**src/rtl/time_entry.sv**
```systemverilog
// Keypad time entry and cook sequencer: collects up to four BCD digits,
// loads them into a downstream timer chain, and runs/pauses/finishes the cook cycle.
module time_entry #(
  parameter int SEC_TENS_MAX = 5
) (
  input  logic       clk,
  input  logic       clr,
  input  logic       key_valid,
  input  logic [3:0] key,
  input  logic       start,
  input  logic       stop,
  input  logic       timer_zero,
  output logic [3:0] min_tens,
  output logic [3:0] min_ones,
  output logic [3:0] sec_tens,
  output logic [3:0] sec_ones,
  output logic       loadn,
  output logic       en,
  output logic       done,
  output logic       err
);

  typedef enum logic [2:0] {
    ENTRY = 3'd0,
    LOAD  = 3'd1,
    RUN   = 3'd2,
    PAUSE = 3'd3,
    DONE  = 3'd4
  } state_t;

  state_t      state_q, state_d;
  logic [15:0] digits_q, digits_d;
  logic [2:0]  cnt_q, cnt_d;
  logic        err_q, err_d;
  logic        loadn_q, en_q, done_q;

  always_comb begin
    state_d  = state_q;
    digits_d = digits_q;
    cnt_d    = cnt_q;
    err_d    = 1'b0;
    unique case (state_q)
      ENTRY: begin
        // priority stop > start > key_valid
        if (stop) begin
          digits_d = 16'h0000;
          cnt_d    = 3'd0;
        end else if (start) begin
          if (digits_q == 16'h0000) begin
            state_d = ENTRY;
          end else if (digits_q[7:4] > 4'(SEC_TENS_MAX)) begin
            err_d = 1'b1;
          end else begin
            state_d = LOAD;
          end
        end else if (key_valid && (key <= 4'd9) && (cnt_q < 3'd4)) begin
          digits_d = {digits_q[11:0], key};
          cnt_d    = cnt_q + 3'd1;
        end
      end
      LOAD: state_d = RUN;
      RUN: begin
        // timer expiry beats a simultaneous stop
        if (timer_zero) begin
          state_d = DONE;
        end else if (stop) begin
          state_d = PAUSE;
        end
      end
      PAUSE: begin
        if (stop) begin
          state_d  = ENTRY;
          digits_d = 16'h0000;
          cnt_d    = 3'd0;
        end else if (start) begin
          state_d = RUN;
        end
      end
      DONE: begin
        if (stop) begin
          state_d  = ENTRY;
          digits_d = 16'h0000;
          cnt_d    = 3'd0;
        end
      end
      default: state_d = ENTRY;
    endcase
  end

  // Outputs are registered from the next state so they align with the state register.
  always_ff @(posedge clk) begin
    if (clr) begin
      state_q  <= ENTRY;
      digits_q <= 16'h0000;
      cnt_q    <= 3'd0;
      err_q    <= 1'b0;
      loadn_q  <= 1'b1;
      en_q     <= 1'b0;
      done_q   <= 1'b0;
    end else begin
      state_q  <= state_d;
      digits_q <= digits_d;
      cnt_q    <= cnt_d;
      err_q    <= err_d;
      loadn_q  <= (state_d != LOAD);
      en_q     <= (state_d == RUN);
      done_q   <= (state_d == DONE);
    end
  end

  assign min_tens = digits_q[15:12];
  assign min_ones = digits_q[11:8];
  assign sec_tens = digits_q[7:4];
  assign sec_ones = digits_q[3:0];
  assign loadn    = loadn_q;
  assign en       = en_q;
  assign done     = done_q;
  assign err      = err_q;

endmodule

```
**config.mk**
```make
export PLATFORM = sky130hd
export DESIGN_NAME = time_entry
export DESIGN_NICKNAME = d
export VERILOG_FILES = /design/src/rtl/time_entry.sv
export SDC_FILE = /design/constraint.sdc
export NUM_CORES = 1
export LEC_CHECK = 0
export ABC_AREA = 1
export BUFFER_PORTS_ARGS = -buffer_cell sky130_fd_sc_hd__buf_2
export CAP_MARGIN = 40
export CORE_MARGIN = 2
export CORE_UTILIZATION = 23
export CTS_CLUSTER_DIAMETER = 80
export DETAILED_ROUTE_END_ITERATION = 12
export REMOVE_ABC_BUFFERS = 1
export SYNTH_ARGS = -nofsm -noshare
export SYNTH_HDL_FRONTEND = slang
export SYNTH_SLANG_ARGS = --single-unit
```
**constraint.sdc**
```tcl
create_clock -name clk -period 3.7 [get_ports clk]
set_input_delay 0.185 -clock clk [delete_from_list [all_inputs] [get_ports clk]]
set_output_delay 0.185 -clock clk [all_outputs]
set_load 0.02 [all_outputs]
```
==> results.md, run 1 <==
* Outcome: complete, no violations
* Clk pin slew, worst setup/hold paths at 0.09 ns
* Fin area at about 0.0016 mm2
* Worst Clk Skew at about 0.0024 ns
* Min cycle time layout at 1.67 ns
* Synth area leader: dfxtp_1
* RSZ-0062 raised after global routing: false
* Vias/cell at 4.39
* Routed WL per cell at ~11 um
* Sequential power share at 0.466
* Worst hold-check path type: in -> reg
* Number of synthesized register bits at 26
* Vias at ~1300
* Initial core utilization at 0.240
* Htree depth at 1
* Routed Antenna Nets at 0
* Die span in x at approximately 80 um
* Switching power at 0.000245 W
* Most frequent cells in the layout: nand2_1 (47), nand3_1 (43), nor2_1 (39)
* CTS tree: built
* Tightest Pin Transition at roughly 0.87 ns
* Worst VDD drop at between 0.00015 and 0.0002 V
* WHS at 0.168 ns
* HPWL after detailed placement at 2190 um
* Area after DPL at 0.00151 mm2
* Worst Path Required at 3.92 ns
* CTS Hold Bufs at 0
* Crit. End Element: register
* Max-slew violations at 0
* DR pass1 iterations at 4
* Drc violations at 0
* Most common cell after layout, fill and taps aside: nand2_1
* Total CTS buffers at 3
* Combinational share of power at 0.273
* Critical path class: reg -> reg
* Post-CTS Setup Bufs at 0
* Crit start category: register
* Power per cell area at 457 mW/mm2
* First-pass GRT wire length at roughly 5500 um
* Sw Ratio at 0.342
* PostCTS Resize Cnt at 0
* Clock latency on the worst-skew pair at 0.27 ns
* Layout cells sized above 1 at 0.162
* Slew HR at 0.419
* Final WL at 3180 um
* Sequential share of the synthesized area at 0.388
* Leakage power at 0.754 nW
* Antenna diode count at 0
* Post-Synthesis Mean Instance Area at about 6.5 um2
* Synth cell types at 19
* Netlist Area Pre-Place at roughly 0.0013 mm2
* Final setup viols at 0
* Total global routing overflow at 0
* Rows at 27
* Root Buffer: clkbuf_8
* Core ar. at 0.00557 mm2
* Clock Sinks at 26
* Longest Clk Path Bufs at 2
* Antenna violations before repair at 0
* Largest net degree at the start of global routing at 38
* Pwr Total at 0.000717 W
* Initial drt markers at 54
* Area growth syn-to-layout at 17.0%
* Synth top area share at 0.388
* Synth Warn # at 0
* Crit Path Max Fanout at 37
* Layout Nets at 241
* Ports at 30
* Die Area at 0.00645 mm2
* Max Freq at approximately 600 MHz
* Max cap viols at 0
* Pint at 0.000472 W
* Synth Instances at 206
* Number of global-route vias before repair at roughly 1200
* Vert. Die Dim at 80.3 um
* Reg2reg setup slack at 2.03 ns
* Ranking of synthesized cells by area: dfxtp_1 (39%), nand3_1 (16%), nand2_1 (13%), nor2_1 (11%), a21oi_1 (7.1%)
* Final GP Congestion at 0.773
* Count of final hold-check violations at 0
* Clk pwr share at 0.261
* Post-route clock period utilization at 0.451
* Setup_tns at 0 ns
* CP arrival at between 1.5 and 2 ns
* Port bufs at 29
* Gr usage total at 0.104
==> power by group through the flow <==
| stage | registers [W] | clock network [W] | logic, W |
|---|---|---|---|
| 6_report | 0.000334 | 0.000187 | 0.000196 |
| 4_1_cts | 0.000334 | 0.000194 | 0.000198 |
| 2_1_floorplan | 0.000363 | 0 | 0.000115 |
| 3_5_place_dp | 0.000340 | 0 | 0.000197 |
| 5_1_grt | 0.000340 | 0.000202 | 0.000224 |
| 3_3_place_gp | 0.000341 | 0 | 0.000195 |
==> cells in the mapped netlist, drive strengths merged <==
| cell | count |
|---|---|
| nand2 | 49 |
| clkinv | 1 |
| dfxtp | 26 |
| ha | 1 |
| o22ai | 1 |
| nor2 | 39 |
| a2111oi | 1 |
| buf | 8 |
| nand3b | 1 |
| clkbuf | 2 |
| inv | 11 |
| a21oi | 20 |
| o21ai | 3 |
| nand3 | 43 |
==> final timing paths <==
kind,from,endpoint,cells past startpoint
setup reg to reg,state_q[0]$_SDFF_PP0_,digits_q[7]$_SDFFE_PP0P_,8
hold reg to reg,cnt_q[2]$_SDFFE_PP0P_,cnt_q[2]$_SDFFE_PP0P_,2
setup / recovery,state_q[0]$_SDFF_PP0_,digits_q[7]$_SDFFE_PP0P_,8
hold / removal,clr,state_q[0]$_SDFF_PP0_,2
==> sequential cells by signal, indices dropped and copies added (netlist names) <==
signal,flops
digits_q,16
cnt_q,3
state_q,3
done,1
en,1
err,1
loadn,1
==> through the flow <==
stage          instances   util  worst slack [ns]
6_report             301  0.281              2.03
5_1_grt              301  0.281              1.83
4_1_cts              301  0.281              2.03
3_5_place_dp         297  0.271              1.92
3_3_place_gp         297  0.271              1.99
2_1_floorplan        196      -              2.32
==> layout make-up <==
type                            count  area, um2
Clock buffer                        4       55.1
Timing Repair Buffer               29        145
Inverter                           12       45.0
Fill cell                         618       4010
Multi-Input combinational cell    158        712
Tap cell                           72       90.1
Sequential cell                    26        520
==> critical path, cell delays in order (launching register included) <==
cell and delay [ns]:
dfxtp_1 0.46, nand2_1 0.10, nand2_1 0.10, nand3_1 0.10, nand2_2 0.49, nand2_1 0.15, nand2_1 0.09, nand2_1 0.05
nor2_1 0.07
==> routing by layer <==
layer / global-route usage / wire length, um
met1: 0.146 / 1670
met2: 0.151 / 1360
met3: 0.0213 / 106
met4: 0.0508 / 44
met5: 0 / 0
==> kinds of logic (layout without fill, tap and decap cells) <==
kind of cell | after synthesis | in the layout | share of synthesized area
buffers and inverters | 22 | 45 | 0.0803
DFF | 26 | 26 | 0.388
adders and majority gates | 1 | 1 | 0.00934
and+or+nand+nor | 132 | 132 | 0.416
AOI/OAI and AO/OA | 25 | 25 | 0.106
Power figures use the tool's default switching activity.
==> run 2, diff against run 1 <==
- clock period: 3.7 -> 1.5 ns (I/O delays scaled with it)
==> run 2 against run 1 <==
Effect of this change: clock skew up 0.0020 ns; routed wire length increased by 5.0%; worst setup slack worse by 1.8 ns; clock power increased to 3.2 times the previous value; sequential share of layout area is 1.5 points lower; combinational power increased to 2.7 times the previous value; largest cell class unchanged.
==> results.md, run 2 (synthesized netlist as in run 1, its figures left out) <==
* Power per cell area at 1180 mW/mm2
* Pwr Total at between 0.0015 and 0.002 W
* Vias at 1397
* Reg2reg path depth at 9
* Most used cell along the critical path: nand2_1
* Clk pin slew, worst setup/hold paths at ~0.1 ns
* Number of global-route vias before repair at ~1200
* DR pass1 iterations at 4
* Area after DPL at 0.00158 mm2
* Most common cell after layout, fill and taps aside: nand2_1
* Total CTS buffers at 3
* Fillers at 620
* Ports at 30
* Htree depth at 1
* Pint at between 0.001 and 0.0015 W
* Tightest Pin Transition at 0.416 ns
* Drc violations at 0
* Fin area at 0.00165 mm2
* Final setup viols at 0
* Switching power at 0.000628 W
* Worst VDD drop at 0.000437 V
* CP Buf/Inv Count at 2
* Combinational share of power at 0.268
* Max Freq at 764 MHz
* Sequential power share at 0.424
* Slowest Stage Delay on Critical Path at 0.39 ns
* Max-slew violations at 0
* Crit path to: digits_q[7]$_SDFFE_PP0P_
* Critical path class: reg -> reg
* Max cap viols at 0
* RR Startpoint: state_q[2]$_SDFF_PP0_
* Final std cells w/o fill at 306
* Vert. Die Dim at 80.3 um
* Initial drt markers at 121
* First-pass GRT wire length at 5570 um
* Initial core utilization at 0.240
* Antenna violations before repair at 0
* Clk pwr share at 0.308
* Inst Count DP at 302
* RSZ-0062 raised after global routing: false
* Antenna diode count at 0
* Area growth syn-to-layout at 23.0%
* Slowest cell on the critical path: dfxtp_1
* Worst reg2reg path endpoint: digits_q[7]$_SDFFE_PP0P_
* Total global routing overflow at 0
* Root Buffer: clkbuf_8
* CP arrival at approximately 1.5 ns
* Layout cells sized above 1 at 0.184
* Leakage power at approximately 0.79 nW
* Routed Antenna Nets at 0
* Longest Clk Path Bufs at 2
* CP delay by family, top: simple AND/OR/NAND/NOR gates
* Sw Ratio at 0.323
* WHS at 0.0617 ns
* Vias/cell at around 4.6
* CP Launch Point: state_q[2]$_SDFF_PP0_
* Crit Path Max Fanout at 37
* Port bufs at 29
* Largest register by flop count: digits_q
* Routed WL per cell at roughly 11 um
* Rows at 27
* HPWL after detailed placement at 2400 um
* Min cycle time layout at 1.31 ns
* Die Area at between 0.006 and 0.007 mm2
* Crit. End Element: register
* Top flop regs: digits_q x16, cnt_q x3, state_q x3
* Largest net degree at the start of global routing at 38
* Layout Nets at 246
* HP Start: clr
* Outcome: complete, no violations
* Die span in x at 80.3 um
* Gr usage total at 0.107
* Core ar. at 0.00557 mm2
* Final GP Congestion at 0.818
* Worst hold-check path type: in -> reg
* Post-route clock period utilization at 0.872
* Crit-path cells: inv_1 > nand2_1 > nand3_1 > nand2_2 > buf_12 > nand2_1 > nand2_1 > nand2_1 > nor2_1
* Clock Sinks at 26
* Final WL at around 3300 um
* Max reg flops at 16
* Slew HR at 0.715
* Reg2reg setup slack at between 0.15 and 0.2 ns
* CTS tree: built
* Clock latency on the worst-skew pair at 0.28 ns
* Setup_tns at 0 ns
* Count of final hold-check violations at 0
* Worst Clk Skew at roughly 0.0044 ns
* Most frequent cells in the layout: nand2_1 (47), nand3_1 (43), nor2_1 (39)
* CP Depth at 9
* Crit start category: register
* Worst Path Required at 1.72 ns
run 2: changes by cell type in the layout (fill, tap and decap cells not counted), sizes merged:
cell	before	now
bufinv	0	1
buf	29	34
clkbuf	4	3
run 2: how the worst min path moves through the flow:
stage / cells after the start / slack, ns / end
6_report: 2 / 0.06 / digits_q[7]$_SDFFE_PP0P_
2_1_floorplan: 1 / 0.14 / cnt_q[2]$_SDFFE_PP0P_
3_3_place_gp: 2 / 0.35 / cnt_q[2]$_SDFFE_PP0P_
5_1_grt: 2 / 0.07 / digits_q[7]$_SDFFE_PP0P_
4_1_cts: 2 / 0.05 / digits_q[7]$_SDFFE_PP0P_
3_5_place_dp: 2 / 0.35 / digits_q[7]$_SDFFE_PP0P_
run 2: power groups by stage:
stage	Clock [W]	Combinational [W]	Sequential, W
final	0.000598	0.000522	0.000824
after CTS	0.000610	0.000525	0.000823
after global placement	0	0.000521	0.000839
after global routing	0.000636	0.000591	0.000835
after detailed placement	0	0.000522	0.000839
after floorplan	0	0.000284	0.000896
run 2: metrics by stage:
step,utilization,setup slack [ns]
final,0.296,0.191
after global routing,0.296,0.00713
after CTS,0.295,0.185
after detailed placement,0.283,0.201
after global placement,0.283,0.236
after floorplan,-,0.122
run 2: area by class of cell:
cell class	instances	area, um2	share of cell area
Clock buffer	3	41.3	0.0251
Clock inverter	1	30.0	0.0182
Sequential cell	26	522	0.317
Multi-Input combinational cell	158	712	0.432
Inverter	12	45.0	0.0273
Timing Repair Buffer	34	208	0.126
Tap cell	72	90.1	0.0547
run 2: repair_timing:
action | CTS | global route
setup buffers | 0 | 0
endpoints found under the hold margin | 0 | 0
endpoints found under the setup margin | 0 | 1
resized for setup | 0 | 1
hold buffers | 0 | 0
run 2: per-layer routing:
layer | routed length (um) | global-route usage
met5 | 0 | 0
met4 | 42 | 0.0322
met3 | 106 | 0.0213
met2 | 1530 | 0.174
met1 | 1670 | 0.143
==> run 3, diff against run 2 <==
- BUFFER_PORTS_ARGS: -buffer_cell sky130_fd_sc_hd__buf_2 -> -buffer_cell sky130_fd_sc_hd__buf_4
- CTS_CLUSTER_SIZE: default -> 28
==> run 3 against run 2 <==
Effect of this change: design area grew 4.4%; highest routed layer unchanged; global-route usage grew 0.18 points; critical path depth is the same; clock skew grew 0.00057 ns; cell count is the same; count of clock-buffer cells in the layout is the same.
==> results.md, run 3 (synthesized netlist as in run 1, its figures left out) <==
* Outcome: complete, no violations
* CTS Hold Bufs at 0
* Root Buffer: clkbuf_8
* Rows at 27
* Final std cells w/o fill at 306
* Htree depth at 1
* Worst Path Required at 1.71 ns
* Vert. Die Dim at between 80 and 90 um
* Slew HR at 0.753
* DR pass1 iterations at 4
* Count of final hold-check violations at 0
* Reg2reg setup slack at 0.14 ns
* HPWL after detailed placement at 2440 um
* Drc violations at 0
* Max cap viols at 0
* Crit. End Element: register
* Area after DPL at roughly 0.0016 mm2
* Port bufs at 29
* CP Launch Point: state_q[2]$_SDFF_PP0_
* Vias at 1383
* Most common cell after layout, fill and taps aside: nand2_1
* Initial core utilization at 0.240
* PostCTS Resize Cnt at 0
* Power per cell area at 1140 mW/mm2
* Leakage power at 0.807 nW
* Antenna violations before repair at 0
* Setup_tns at 0 ns
* Tightest Pin Transition at 0.361 ns
* CP arrival at roughly 1.6 ns
* Total global routing overflow at 0
* Max reg flops at 16
* Post-route clock period utilization at 0.904
* RSZ-0062 raised after global routing: false
* RR Startpoint: state_q[2]$_SDFF_PP0_
* Core ar. at 0.00557 mm2
* CTS tree: built
* Max-slew violations at 0
* Layout Nets at 246
* Layout cells sized above 1 at 0.184
* Worst VDD drop at 0.000447 V
* Final setup viols at 0
* Total CTS buffers at 3
* Initial drt markers at 122
* Final GP Congestion at approximately 0.9
* Max Freq at 737 MHz
* Inst Count DP at between 300 and 400
* Gr usage total at 0.109
* Clock latency on the worst-skew pair at 0.27 ns
* Min cycle time layout at 1.36 ns
* Worst Clk Skew at approximately 0.005 ns
* Pwr Total at 0.00197 W
* Final WL at 3420 um
* Clock Sinks at 26
* Crit Path Max Fanout at 37
* Post-CTS Setup Bufs at 0
* Die span in x at 80.3 um
* Routed Antenna Nets at 0
* First-pass GRT wire length at 5680 um
* Largest net degree at the start of global routing at 38
* Fin area at 0.00172 mm2
* HP Start: clr
* Top flop regs: digits_q x16, cnt_q x3, state_q x3
* Largest register by flop count: digits_q
* Longest Clk Path Bufs at 2
* Critical path class: reg -> reg
* Ports at 30
* Routed WL per cell at 11.2 um
* Area growth syn-to-layout at 28.4%
* Vias/cell at around 4.5
* Antenna diode count at 0
* Die Area at 0.00645 mm2
* Clk pin slew, worst setup/hold paths at approximately 0.090 ns
* Fin util at 0.309
* Crit start category: register
* Number of global-route vias before repair at about 1300
* Worst hold-check path type: in -> reg
* Most frequent cells in the layout: nand2_1 (47), nand3_1 (43), nor2_1 (39)
-- run 3: cell types whose count changed in the layout (fill, tap and decap cells not counted) --
cell	delta
buf_4	+29
buf_2	-29
-- run 3: per-stage QoR --
stage / hold slack (ns) / setup WS [ns]
4_1_cts: 0.0170 / 0.159
5_1_grt: 0.0115 / 0.00764
3_5_place_dp: 0.312 / 0.177
6_report: 0.0266 / 0.143
2_1_floorplan: 0.144 / 0.122
3_3_place_gp: 0.311 / 0.245
-- run 3: area by class of cell --
cell class	count	area, um2
clock buffer	3	41.3
tap	72	90.1
inverter	12	45.0
sequential	26	522
clock inverter	1	30.0
fill	604	3850
multi-input combinational	158	712
timing repair buffer	34	280
-- run 3: path summary, 6_finish.rpt --
check,to,cells after the start
setup / recovery,digits_q[7]$_SDFFE_PP0P_,9
hold / removal,state_q[0]$_SDFF_PP0_,2
setup reg to reg,digits_q[7]$_SDFFE_PP0P_,9
hold reg to reg,cnt_q[2]$_SDFFE_PP0P_,2
-- run 3: worst max-delay path, cell delays in order (launching register included) --
cell and delay [ns]:
dfxtp_1 0.40, inv_1 0.12, nand2_1 0.12, nand3_1 0.10, nand2_2 0.10, buf_12 0.19
nand2_1 0.09, nand2_1 0.06, nand2_1 0.04, nor2_1 0.07
-- run 3: layer usage --
metal | vias to the layer above | global-route usage | routed length [um]
met5 | - | 0 | 0
met4 | 0 | 0.0458 | 46
met3 | 5 | 0.0236 | 129
met2 | 30 | 0.174 | 1570
met1 | 614 | 0.142 | 1670
li1 | 734 | - | -
-- run 3: power by group --
group          internal (W)  switching [W]
Clock              0.000357       0.000226
Combinational      0.000236       0.000323
Sequential         0.000759      0.0000678
Total               0.00135       0.000617
